**config.mk**
```make
export PLATFORM = sky130hd
export DESIGN_NAME = dut_run_sequencer
export DESIGN_NICKNAME = d
export VERILOG_FILES = /design/src/rtl/dut_run_sequencer.sv
export SDC_FILE = /design/constraint.sdc
export NUM_CORES = 1
export LEC_CHECK = 0
export CORE_MARGIN = 2
export CORE_UTILIZATION = 42
export CTS_CLUSTER_SIZE = 14
export DETAILED_ROUTE_END_ITERATION = 10
export MAX_ROUTING_LAYER = met4
export PLACE_DENSITY = 0.78
export SETUP_SLACK_MARGIN = 0.05
export SLEW_MARGIN = 20
export SYNTH_ARGS = -nofsm -noshare
export SYNTH_HDL_FRONTEND = slang
export SYNTH_SLANG_ARGS = --single-unit
```
**constraint.sdc**
```tcl
create_clock -name clk -period 1.6 [get_ports clk]
set_input_delay 0.32 -clock clk [delete_from_list [all_inputs] [get_ports clk]]
set_output_delay 0.32 -clock clk [all_outputs]
set_load 0.01 [all_outputs]
```
**src/rtl/dut_run_sequencer.sv**
```systemverilog
`default_nettype none
// +----------------------------------------------------------------------------+
// | Module      : dut_run_sequencer                                            |
// | Description : Host-side initiator for the processor start/done handshake.  |
// |               Per job: optional backdoor preload of data memory, one run   |
// |               (dut_start held until dut_done or TIMEOUT), then a readback  |
// |               window of data memory streamed out one word at a time.       |
// | Revision    : 1.0  initial release                                         |
// +----------------------------------------------------------------------------+
// | Ports                                                                      |
// |   clk, rst        clock, asynchronous active-low reset                     |
// |   go/load_en/rd_base/rd_count   job request, sampled only in IDLE          |
// |   load_*          preload stream (valid/ready), accepted only in LOAD      |
// |   dut_start/dut_done            processor run handshake                    |
// |   mem_*           data-memory port, owned while mem_sel=1                  |
// |   out_*           readback stream (valid/ready, last)                      |
// |   busy/job_done/timed_out/cycle_count   job status                         |
// | Options                                                                    |
// |   DONE_SYNC_EN    when defined, dut_done passes a 2-flop synchroniser      |
// +----------------------------------------------------------------------------+
module dut_run_sequencer #(
  parameter int ADDR_W  = 8,
  parameter int DATA_W  = 8,
  parameter int TIMEOUT = 4096,
  parameter int CNT_W   = 16   // must not exceed 32
) (
  input  logic              clk,
  input  logic              rst,
  input  logic              go,
  input  logic              load_en,
  input  logic [ADDR_W-1:0] rd_base,
  input  logic [ADDR_W-1:0] rd_count,
  input  logic              load_valid,
  output logic              load_ready,
  input  logic [ADDR_W-1:0] load_addr,
  input  logic [DATA_W-1:0] load_data,
  input  logic              load_last,
  output logic              dut_start,
  input  logic              dut_done,
  output logic              mem_sel,
  output logic              mem_we,
  output logic [ADDR_W-1:0] mem_addr,
  output logic [DATA_W-1:0] mem_wdata,
  input  logic [DATA_W-1:0] mem_rdata,
  output logic              out_valid,
  input  logic              out_ready,
  output logic [DATA_W-1:0] out_data,
  output logic              out_last,
  output logic              busy,
  output logic              job_done,
  output logic              timed_out,
  output logic [CNT_W-1:0]  cycle_count
);

  localparam logic [31:0] C_TIMEOUT = 32'(TIMEOUT);

  typedef enum logic [2:0] {
    ST_IDLE       = 3'd0,
    ST_LOAD       = 3'd1,
    ST_ARM        = 3'd2,
    ST_RUN        = 3'd3,
    ST_DRAIN_ADDR = 3'd4,
    ST_DRAIN_CAP  = 3'd5,
    ST_DRAIN_OUT  = 3'd6,
    ST_FINISH     = 3'd7
  } state_t;

  state_t              r_state;
  state_t              w_state_next;

  logic [ADDR_W-1:0]   r_rd_addr;     // current readback address
  logic [ADDR_W-1:0]   r_rd_left;     // readback words not yet accepted
  logic [CNT_W-1:0]    r_cycle_count;
  logic                r_timed_out;
  logic [DATA_W-1:0]   r_out_data;
  logic                r_out_last;

  logic                w_done;
  logic [CNT_W-1:0]    w_cnt_inc;
  logic                w_run_first;
  logic                w_timeout_hit;

  // ---------------------------------------------------------------------------
  // dut_done qualification
  // ---------------------------------------------------------------------------
`ifdef DONE_SYNC_EN
  logic [1:0] r_done_sync;

  always_ff @(posedge clk or negedge rst) begin
    if (!rst) begin
      r_done_sync <= 2'b00;
    end else begin
      r_done_sync <= {r_done_sync[0], dut_done};
    end
  end

  assign w_done = r_done_sync[1];
`else
  assign w_done = dut_done;
`endif

  // Saturating run counter; cycle_count is cleared on go, so a zero count
  // while in RUN identifies the first run cycle (where done is ignored).
  assign w_cnt_inc   = (r_cycle_count == {CNT_W{1'b1}}) ? r_cycle_count
                                                        : r_cycle_count + 1'b1;
  assign w_run_first = (r_cycle_count == '0);

  // ---------------------------------------------------------------------------
  // State register
  // ---------------------------------------------------------------------------
  always_ff @(posedge clk or negedge rst) begin
    if (!rst) begin
      r_state <= ST_IDLE;
    end else begin
      r_state <= w_state_next;
    end
  end

  // ---------------------------------------------------------------------------
  // Next state and state-decoded outputs
  // ---------------------------------------------------------------------------
  always_comb begin
    w_state_next  = r_state;
    w_timeout_hit = 1'b0;
    dut_start     = 1'b0;
    mem_sel       = 1'b0;
    mem_we        = 1'b0;
    mem_addr      = '0;
    mem_wdata     = '0;
    load_ready    = 1'b0;

    case (r_state)
      ST_IDLE: begin
        if (go) begin
          w_state_next = load_en ? ST_LOAD : ST_ARM;
        end
      end

      ST_LOAD: begin
        // Preload beats pass straight through to the memory port.
        mem_sel    = 1'b1;
        load_ready = 1'b1;
        if (load_valid) begin
          mem_we    = 1'b1;
          mem_addr  = load_addr;
          mem_wdata = load_data;
          if (load_last) begin
            w_state_next = ST_ARM;
          end
        end
      end

      // Single cycle with dut_start low so the processor always sees reset.
      ST_ARM: begin
        w_state_next = ST_RUN;
      end

      ST_RUN: begin
        dut_start = 1'b1;
        if (!w_run_first && w_done) begin
          w_state_next = (r_rd_left != '0) ? ST_DRAIN_ADDR : ST_FINISH;
        end else if (32'(w_cnt_inc) >= C_TIMEOUT) begin
          w_timeout_hit = 1'b1;
          w_state_next  = ST_FINISH;
        end
      end

      ST_DRAIN_ADDR: begin
        mem_sel      = 1'b1;
        mem_addr     = r_rd_addr;
        w_state_next = ST_DRAIN_CAP;
      end

      // Address held so the registered read data stays aligned with it.
      ST_DRAIN_CAP: begin
        mem_sel      = 1'b1;
        mem_addr     = r_rd_addr;
        w_state_next = ST_DRAIN_OUT;
      end

      ST_DRAIN_OUT: begin
        mem_sel = 1'b1;
        if (out_ready) begin
          w_state_next = (r_rd_left == ADDR_W'(1)) ? ST_FINISH : ST_DRAIN_ADDR;
        end
      end

      ST_FINISH: begin
        w_state_next = ST_IDLE;
      end

      default: begin
        w_state_next = ST_IDLE;
      end
    endcase
  end

  // ---------------------------------------------------------------------------
  // Job datapath: latched request, run counter, readback word
  // ---------------------------------------------------------------------------
  always_ff @(posedge clk or negedge rst) begin
    if (!rst) begin
      r_rd_addr     <= '0;
      r_rd_left     <= '0;
      r_cycle_count <= '0;
      r_timed_out   <= 1'b0;
      r_out_data    <= '0;
      r_out_last    <= 1'b0;
    end else begin
      case (r_state)
        ST_IDLE: begin
          if (go) begin
            r_rd_addr     <= rd_base;
            r_rd_left     <= rd_count;
            r_cycle_count <= '0;
            r_timed_out   <= 1'b0;
          end
        end

        ST_RUN: begin
          r_cycle_count <= w_cnt_inc;
          if (w_timeout_hit) begin
            r_timed_out <= 1'b1;
          end
        end

        ST_DRAIN_CAP: begin
          r_out_data <= mem_rdata;
          r_out_last <= (r_rd_left == ADDR_W'(1));
        end

        ST_DRAIN_OUT: begin
          if (out_ready) begin
            r_out_last <= 1'b0;
            r_rd_addr  <= r_rd_addr + 1'b1;   // wraps modulo 2^ADDR_W
            r_rd_left  <= r_rd_left - 1'b1;
          end
        end

        default: begin
        end
      endcase
    end
  end

  assign out_valid   = (r_state == ST_DRAIN_OUT);
  assign out_data    = r_out_data;
  assign out_last    = r_out_last;
  assign busy        = (r_state != ST_IDLE);
  assign job_done    = (r_state == ST_FINISH);
  assign timed_out   = r_timed_out;
  assign cycle_count = r_cycle_count;

endmodule
`default_nettype wire

```
==> results.md <==
* Result of the run: finished, violations left
* Failing checks: negative setup slack
* Netlist area before placement at 2840 sq um
* Worst hold slack at 0.512 ns
* Leak pwr at 2.51 nW
* Hold/Removal Path Class: reg2reg
* Portion of total power attributed to sequential cells at 21.8%
* Synth top area share at 39.6%
* Predominant post-synthesis flop cell: sky130_fd_sc_hd__dfrtp_1
* Clock network fraction of total power at 7.6%
* Dominant delay contributor by cell family on the critical path: buffers and inverters
* Number of max-cap violations at 0
* RSZ-0062 raised after global routing: true
* Transition time at the pin with the least slew margin at 0.407 ns
* Syn. warnings at 0
* Setup Total Neg Slack at -11.50 ns
* Clock-pin slew reported for the worst setup and hold paths after clock tree synthesis at 0.09 ns
* Number of hold-slack violations in the final timing report at 0
* Nets in the synthesized netlist at 374
* Routed met1 length at 4760 um
* Die boundary width at 86.3 um
* FMAX at 518 MHz
* Final max-slew violation count at 0
* Cell type contributing the most total cell area after synthesis: sky130_fd_sc_hd__dfrtp_1
* Critical-path cell list: buf_4 -> and3_4 -> clkbuf_16 -> a22o_1 -> buf_2
* Cell with the most instances after synthesis: sky130_fd_sc_hd__dfrtp_1
* Top-level port count at 97
* Die area at 7450 sq um
* Layout cells sized above 1 at 47.7%
* Final weighted congestion in routability-driven placement at 0.952
* Global route total overflow at 0
* Uppermost routed layer: met4
* Initial antenna violation count at 1
* Cell with the largest stage delay on the worst path: sky130_fd_sc_hd__dfrtp_1
* #FFs+latches synth at 45
* Top cell types by occurrence after synthesis: sky130_fd_sc_hd__dfrtp_1, sky130_fd_sc_hd__nand2_1, sky130_fd_sc_hd__nor2_1
* Number of global-route vias before repair at 3,461
* Post-layout min period at 1.93 ns
* Sort of element at the start of the critical path: flop
* Layout Utilization at 84.9%
* Largest fanout of any net on the critical path at 8
* Relative slew margins at 72.6%
* Largest net degree at the start of global routing at 46
* First-pass GRT wire length at 16,300 um
* Core Area at 6460 sq um
* Final-layout fill cell count at 353
* IO Port Bufs at 96
* Post-layout net count at 580
* Number of core rows at 29
* Buf+Inv Stages, Crit Path at 3
* Clk_lat worst skew at 0.31 ns
* HPWL reported at the end of detailed placement at 6370 um
* Clock skew after layout at 0.0118 ns
* Clock root cell: sky130_fd_sc_hd__clkbuf_8
* Maximum vdd ir drop at 1010 uV
* Synthesized area per cell at 8.86 sq um
* Effective utilization at floorplan at 44.0%
* Critical Setup Path Class: reg2out
* Detailed-route DRC error count at 0
* Routed vias at 3,836
* Buffer depth of the longest clock path at 2
* CP arrival at 1.61 ns
* Depth of the CTS H-tree at 2
* Post-route setup slack at -0.330 ns
* Die height at 86.3 um
* Reg-to-reg slack, setup at -0.28 ns
* Routed WL per cell at 21.7 um
* Final setup viols at 58
* Layout Cell Area excl Fill at 5480 sq um
* Power density of the placed cells at 1780 nW/um^2
* Capturing element type of the critical path: output pin
* Wire length on met2 at 6760 um
* Wirelength, routed at 13,100 um
* Post-Syn Instances at 321
* Number of synthesized flops with an enable pin at 0
* Total internal power at 0.00545 W
* Register area share after synthesis at 39.6%
* Total Power at 0.00976 W
* Initial detailed-routing violation count at 266
* TritonCTS clock tree: done
* Synth async-reset ratio at 100%
* Cell variety after synth at 63
* Met3 wire length at 955 um
* Instance area after placement at 4350 sq um
* Sink Count at 45
* Vias per cell at 6.33
* Total routing usage reported by global routing at 27.9%
* Final cycle utilization of the critical path at 121%
* Delay of the slowest cell on the worst path at 0.44 ns
* Fraction of power spent switching nets at 44.1%
* Top cells by area in the synthesized netlist: sky130_fd_sc_hd__dfrtp_1, sky130_fd_sc_hd__nand2_1, sky130_fd_sc_hd__a21oi_1, sky130_fd_sc_hd__nand3_1, sky130_fd_sc_hd__nor2_1
* Post-detailed-route count of antenna-violating nets at 0
* Detailed Routing Iterations Pass 1 at 5
* Comb power frac at 70.7%
* Total clock buffers created by CTS at 5
* Required time worst endpoint at 1.28 ns
* Growth of design area from synthesis to finish at 92.8%
* Sw power at 0.00431 W
[worst reg2reg max path: stages (launching register included)]
cell and delay (ns):
sky130_fd_sc_hd__dfrtp_2 0.46, sky130_fd_sc_hd__buf_6 0.15, sky130_fd_sc_hd__buf_6 0.13, sky130_fd_sc_hd__or4b_4 0.60
sky130_fd_sc_hd__nand2_8 0.15, sky130_fd_sc_hd__nand4_1 0.09, sky130_fd_sc_hd__a31o_1 0.20
[metrics by stage]
step,worst slack (ns),instances
finish,-0.330,606
global route,-0.364,606
CTS,-0.236,584
detailed placement,-0.520,541
global placement,-0.486,541
floorplan,0.0176,321
[cells in the final DEF (no fill, tap or decap), types with 11 or more instances in the layout]
cell type	netlist	final
sky130_fd_sc_hd__a21oi_1	23	15
sky130_fd_sc_hd__buf_2	6	18
sky130_fd_sc_hd__buf_4	3	75
sky130_fd_sc_hd__buf_6	3	41
sky130_fd_sc_hd__clkdlybuf4s50_1	0	50
sky130_fd_sc_hd__dfrtp_1	45	35
sky130_fd_sc_hd__dlygate4sd2_1	0	13
sky130_fd_sc_hd__nand2_1	32	27
sky130_fd_sc_hd__nand3_1	20	14
sky130_fd_sc_hd__nor2_1	25	21
sky130_fd_sc_hd__o21ai_1	11	11
[state kept, by name, indices dropped and copies added, names as in the netlist]
name / count
cycle_count: 16
out_data: 8
r_rd_addr: 8
r_rd_left: 8
r_state: 3
out_last: 1
timed_out: 1
[layout make-up]
type / instances / area [sq um] / area share [%]
diodes: 1 / 2.50 / 0.0456
clock buffers: 5 / 68.8 / 1.25
flip-flops and latches: 45 / 1140 / 20.8
well taps: 77 / 96.3 / 1.76
multi-input cells: 250 / 2080 / 37.9
clock inverters: 3 / 22.5 / 0.411
repair buffers: 214 / 2020 / 36.8
inverters: 11 / 58.8 / 1.07
[kinds of logic (layout without fill, tap and decap cells)]
family | count (synthesis) | after routing | synth area share, %
buffers and inverters | 30 | 233 | 5.41
muxes | 9 | 9 | 3.52
other | 0 | 1 | 0
adders and majority gates | 5 | 5 | 2.20
AOI/OAI and AO/OA | 97 | 99 | 22.8
DFF | 45 | 45 | 39.6
and+or+nand+nor | 135 | 137 | 26.4
[layer usage]
layer / global-route usage [%] / vias to the layer above
met4: 8.10 / 0
met2: 49.9 / 263
met1: 32.7 / 1864
met5: - / -
met3: 3.90 / 76
li1: - / 1633
[power groups by stage]
stage	logic, W	clock network, W	registers, W
after floorplan	0.00219	0	0.00213
after global placement	0.00440	0	0.00202
after detailed placement	0.00453	0	0.00203
after CTS	0.00550	0.000742	0.00203
after global routing	0.00719	0.000784	0.00216
final	0.00690	0.000740	0.00212
[path summary, 6_finish.rpt]
kind / start / to / cells past startpoint
setup / recovery: r_state[0] / mem_addr[6] / 5
hold / removal: out_data[4] / out_data[4] / 1
setup reg to reg: r_state[1] / cycle_count[3] / 6
hold reg to reg: out_data[4] / out_data[4] / 1
max in group asynchronous: rst / cycle_count[3] / 3
min in group asynchronous: rst / cycle_count[10] / 3
[repair_timing]
item	4_1_cts	5_1_grt
gates resized for setup	192	91
gates cloned	3	2
pin swaps	41	37
endpoints found under the hold margin	29	0
endpoints found under the setup margin	86	74
buffers inserted	31	24
hold buffers	1	0
(Power assumes the default switching activity.)
